==> config.mk <==
export PLATFORM = sky130hd
export DESIGN_NAME = multicycle_controller
export DESIGN_NICKNAME = d
export VERILOG_FILES = /design/src/rtl/multicycle_controller.sv
export SDC_FILE = /design/constraint.sdc
export NUM_CORES = 1
export LEC_CHECK = 0
export BUFFER_PORTS_ARGS = -buffer_cell sky130_fd_sc_hd__buf_2
export CAP_MARGIN = 10
export CORE_AREA = 4 4 41 43
export CTS_CLUSTER_SIZE = 12
export DETAILED_ROUTE_END_ITERATION = 8
export DIE_AREA = 0 0 45 47
export PLACE_DENSITY = 0.84
export SKIP_CTS_REPAIR_TIMING = 1
export SYNTH_ARGS = -nofsm -noshare
export SYNTH_HDL_FRONTEND = slang
export SYNTH_SLANG_ARGS = --single-unit
==> constraint.sdc <==
create_clock -name clk -period 1.87 [get_ports clk]
set_input_delay 0.187 -clock clk [delete_from_list [all_inputs] [get_ports clk]]
set_output_delay 0.187 -clock clk [all_outputs]
set_load 0.02 [all_outputs]
==> src/rtl/multicycle_controller.sv <==
// multicycle_controller: Moore control FSM sequencing a multicycle RISC-V style datapath
module multicycle_controller (
    input  logic       clk,
    input  logic       rst_n,
    input  logic [6:0] op,
    input  logic [2:0] funct3,
    input  logic       funct7b5,
    input  logic       zero,
    output logic       PCWrite,
    output logic       AdrSrc,
    output logic       MemWrite,
    output logic       IRWrite,
    output logic       RegWrite,
    output logic [1:0] ResultSrc,
    output logic [1:0] ALUSrcA,
    output logic [1:0] ALUSrcB,
    output logic [1:0] ImmSrc,
    output logic [2:0] AluControl,
    output logic       InstrDone,
    output logic       Illegal
);
    localparam logic [6:0] opLoad   = 7'b0000011;
    localparam logic [6:0] opStore  = 7'b0100011;
    localparam logic [6:0] opR      = 7'b0110011;
    localparam logic [6:0] opI      = 7'b0010011;
    localparam logic [6:0] opJal    = 7'b1101111;
    localparam logic [6:0] opBranch = 7'b1100011;

    typedef enum logic [3:0] {
        RST, FETCH, DECODE, MEMADR, MEMREAD, MEMWB, MEMWRITE,
        EXECUTER, EXECUTEI, ALUWB, JAL, BEQ, TRAP
    } stateT;

    stateT state, nextState;
    logic [2:0] functAlu;

    always_ff @(posedge clk or negedge rst_n)
        if (!rst_n) state <= RST;
        else        state <= nextState;

    // only register-register subtract uses funct7b5; immediates never subtract
    always_comb
        case (funct3)
            3'b000:  functAlu = (op == opR && funct7b5) ? 3'b001 : 3'b000;
            3'b001:  functAlu = 3'b110;
            3'b010:  functAlu = 3'b101;
            3'b100:  functAlu = 3'b100;
            3'b101:  functAlu = 3'b111;
            3'b110:  functAlu = 3'b011;
            3'b111:  functAlu = 3'b010;
            default: functAlu = 3'b000;
        endcase

    assign ImmSrc = op == opStore  ? 2'b01 :
                    op == opBranch ? 2'b10 :
                    op == opJal    ? 2'b11 : 2'b00;

    always_comb
        case (state)
            RST:      nextState = FETCH;
            FETCH:    nextState = DECODE;
            DECODE:   nextState = (op == opLoad || op == opStore) ? MEMADR :
                                  op == opR      ? EXECUTER :
                                  op == opI      ? EXECUTEI :
                                  op == opJal    ? JAL :
                                  op == opBranch ? BEQ : TRAP;
            MEMADR:   nextState = op == opLoad ? MEMREAD : MEMWRITE;
            MEMREAD:  nextState = MEMWB;
            MEMWB:    nextState = FETCH;
            MEMWRITE: nextState = FETCH;
            EXECUTER: nextState = ALUWB;
            EXECUTEI: nextState = ALUWB;
            JAL:      nextState = ALUWB;
            ALUWB:    nextState = FETCH;
            BEQ:      nextState = FETCH;
            default:  nextState = TRAP;
        endcase

    always_comb begin
        PCWrite    = 1'b0;
        AdrSrc     = 1'b0;
        MemWrite   = 1'b0;
        IRWrite    = 1'b0;
        RegWrite   = 1'b0;
        ResultSrc  = 2'b00;
        ALUSrcA    = 2'b00;
        ALUSrcB    = 2'b00;
        AluControl = 3'b000;
        InstrDone  = 1'b0;
        Illegal    = 1'b0;
        case (state)
            FETCH: begin
                IRWrite   = 1'b1;
                PCWrite   = 1'b1;
                ALUSrcB   = 2'b10;
                ResultSrc = 2'b10;
            end
            DECODE: begin
                ALUSrcA = 2'b01;
                ALUSrcB = 2'b01;
            end
            MEMADR: begin
                ALUSrcA = 2'b10;
                ALUSrcB = 2'b01;
            end
            MEMREAD: AdrSrc = 1'b1;
            MEMWB: begin
                ResultSrc = 2'b01;
                RegWrite  = 1'b1;
                InstrDone = 1'b1;
            end
            MEMWRITE: begin
                AdrSrc    = 1'b1;
                MemWrite  = 1'b1;
                InstrDone = 1'b1;
            end
            EXECUTER: begin
                ALUSrcA    = 2'b10;
                AluControl = functAlu;
            end
            EXECUTEI: begin
                ALUSrcA    = 2'b10;
                ALUSrcB    = 2'b01;
                AluControl = functAlu;
            end
            JAL: begin
                ALUSrcA = 2'b01;
                ALUSrcB = 2'b10;
                PCWrite = 1'b1;
            end
            ALUWB: begin
                RegWrite  = 1'b1;
                InstrDone = 1'b1;
            end
            BEQ: begin
                ALUSrcA    = 2'b10;
                AluControl = 3'b001;
                PCWrite    = zero;
                InstrDone  = 1'b1;
            end
            TRAP:    Illegal = 1'b1;
            default: ;
        endcase
    end
endmodule

==> impl_metrics.tcl <==
set metrics [dict create \
    rows 13 \
    start_util 0.445 \
    cp.arrival_ns 1.51 \
    fin_ws_ns 0.172 \
    clock_path_buffers 2 \
    syn_inst 86 \
    rrSetupSlack_ns 0.63 \
    antenna_found_initial 0 \
    tightest_slew_ns 0.371 \
    seq_area_sq_um 103 \
    dp_hpwl_um 1210 \
    p_int_mw 0.185 \
    p_sw_frac 0.240 \
    combPwrFrac 0.216 \
    wl_um 1500 \
    largest-register "state" \
    htree_num_levels 1 \
    largest_reg_flops 4 \
    clk_latency_ns 0.23 \
    diodes 0 \
    first_pass_iters 4 \
    dieWidth_um 45 \
    p_per_area_nw_per_um2 319 \
    ioPinCount 32 \
    portBuffers 31 \
    setup_viol 0 \
    first_global_vias 545 \
    tns_ns 0 \
    ys_ff_latch 4 \
    die_area_sq_um 2120 \
    fmax_mhz 589 \
    reg_top3 "state (4)" \
    vdd_ir_drop_max_v 0.000217 \
    place_ws_ns 0.310 \
    leakagePower_nw 0.381 \
    period_minus_slack_ns 1.70 \
    final_common_cell "buf_2" \
    drive_above_1_share 0.345 \
    multiInputGateArea_sq_um 450 \
    cp_top_family "flip-flops" \
    fin_util 0.587 \
    outcome "complete, no violations" \
    ant_nets 0 \
    r2r_cells 4 \
    critical_path.max_fanout 14 \
    cpPeakStageDelay_ns 0.48 \
    synth_warnings 0 \
    pwr-share-seq 0.357 \
    finalHoldViolCount 0 \
    cpMaxStageDelayCell "dfrtp_2" \
    seq_area_frac_synth 0.173 \
    clk_pin_slew_ns 0.04 \
    syn2layout_area_growth_pct 31.7 \
    r2r-end "state[3]" \
    num_vias 694 \
    final_cell_mix "buf_2, nor2_1, nand2_1, nand2b_1" \
    synth.distinct_cells 31 \
    critPathBufInv 1 \
    gp_congestion 0.779 \
    reg2reg_from "state[0]" \
    period_share 0.908 \
    cts_tree "yes" \
    ys_async_sr_fraction 1.00 \
    final_nets 132 \
    die_h_um 47 \
    fin_skew_ns 0.00178 \
    drtIter0Drc 7 \
    root_buffer "clkbuf_4" \
    synth_nets 100 \
    min_path_type "primary input to asynchronous set/reset pin" \
    grt_overflow 0 \
    clockPowerShare 0.427 \
    cp-end-kind "output port" \
    synth_area_sq_um 579 \
    wl_per_cell_um 11.5 \
    via_per_inst 5.30 \
    relSlewSlack 0.753 \
    grt_pass1_wl_um 2280 \
    maxCapViolCount 0 \
    syn_area_per_cell_sq_um 6.74 \
    synth_edf_count 0 \
    cts.sinks 4 \
    cp_cell_sequence "nand2b_1 > nor2_1 > o22ai_1 > o21ai_1 > buf_2" \
    grt_max_degree 16 \
    crit_path_start_kind "flop" \
    rsz0062_at_grt "no" \
    path_class "flop to output port" \
    track_usage 0.141 \
    drc_errors 0 \
    worstPathRequired_ns 1.68 \
    synth-main-ff-cell "dfrtp_1" \
    p_switching_mw 0.0584 \
    maxSlewViolCount 0 \
    hold_ws_ns 0.285 \
    fillers 128 \
    core_sq_um 1300 \
    numCtsBuffers 3 \
]
worst max path at each step:
stage | startpoint | to | slack (ns) | depth (start not counted)
finish | state[3] | AluControl[0] | 0.17 | 5
global route | state[3] | AluControl[0] | 0.01 | 5
global placement | state[2] | AluControl[0] | 0.39 | 5
floorplan | state[2] | ResultSrc[1] | 0.28 | 3
detailed placement | state[2] | AluControl[0] | 0.31 | 5
CTS | state[2] | AluControl[0] | 0.04 | 5
layer usage:
metal	global-route usage	wire [um]	vias to the layer above
met2	0.240	687	27
met4	0.0468	12	0
met5	0	0	-
met1	0.183	678	300
met3	0.0192	125	2
li1	-	-	365
power by group through the flow:
stage	sequential [mW]	clock (mW)	combinational (mW)
after floorplan	0.0882	0	0.0236
after global placement	0.0881	0	0.0495
after detailed placement	0.0881	0	0.0509
after CTS	0.0871	0.108	0.0511
after global routing	0.0869	0.114	0.0584
final	0.0871	0.104	0.0526
cells by family (layout without fill, tap and decap cells):
logic type      count (synthesis)  in the layout  share of synthesized area
compound gates                 23             23                      0.268
xor+xnor                        2              2                     0.0302
buf+inv                         6             36                     0.0583
flops                           4              4                      0.173
mux                             2              2                     0.0346
simple gates                   49             49                      0.436
per-stage QoR:
step           power [mW]  area, sq um  instances
6_report            0.244          763        131
2_1_floorplan       0.112          579         86
3_5_place_dp        0.139          723        127
3_3_place_gp        0.138          723        127
5_1_grt             0.260          763        131
4_1_cts             0.246          746        130
synth_stat cells (all sizes together) (2+ instances only):
cell type | instances | area share
nand2 | 10 | 0.065
and3 | 3 | 0.032
nor2 | 19 | 0.12
nand2b | 7 | 0.076
o21ai | 5 | 0.043
buf | 5 | 0.052
a31oi | 3 | 0.032
dfrtp | 4 | 0.17
mux2i | 2 | 0.035
nor3 | 4 | 0.035
a21o | 2 | 0.026
a21oi | 4 | 0.035
o22ai | 2 | 0.022
final cells by class:
class,instances,area share
Clock buffer,3,0.0295
Inverter,1,0.00492
Multi-Input combinational cell,76,0.590
Sequential cell,4,0.134
Tap cell,15,0.0246
Timing Repair Buffer,32,0.216
No activity file was read; power rests on OpenSTA's default activity.
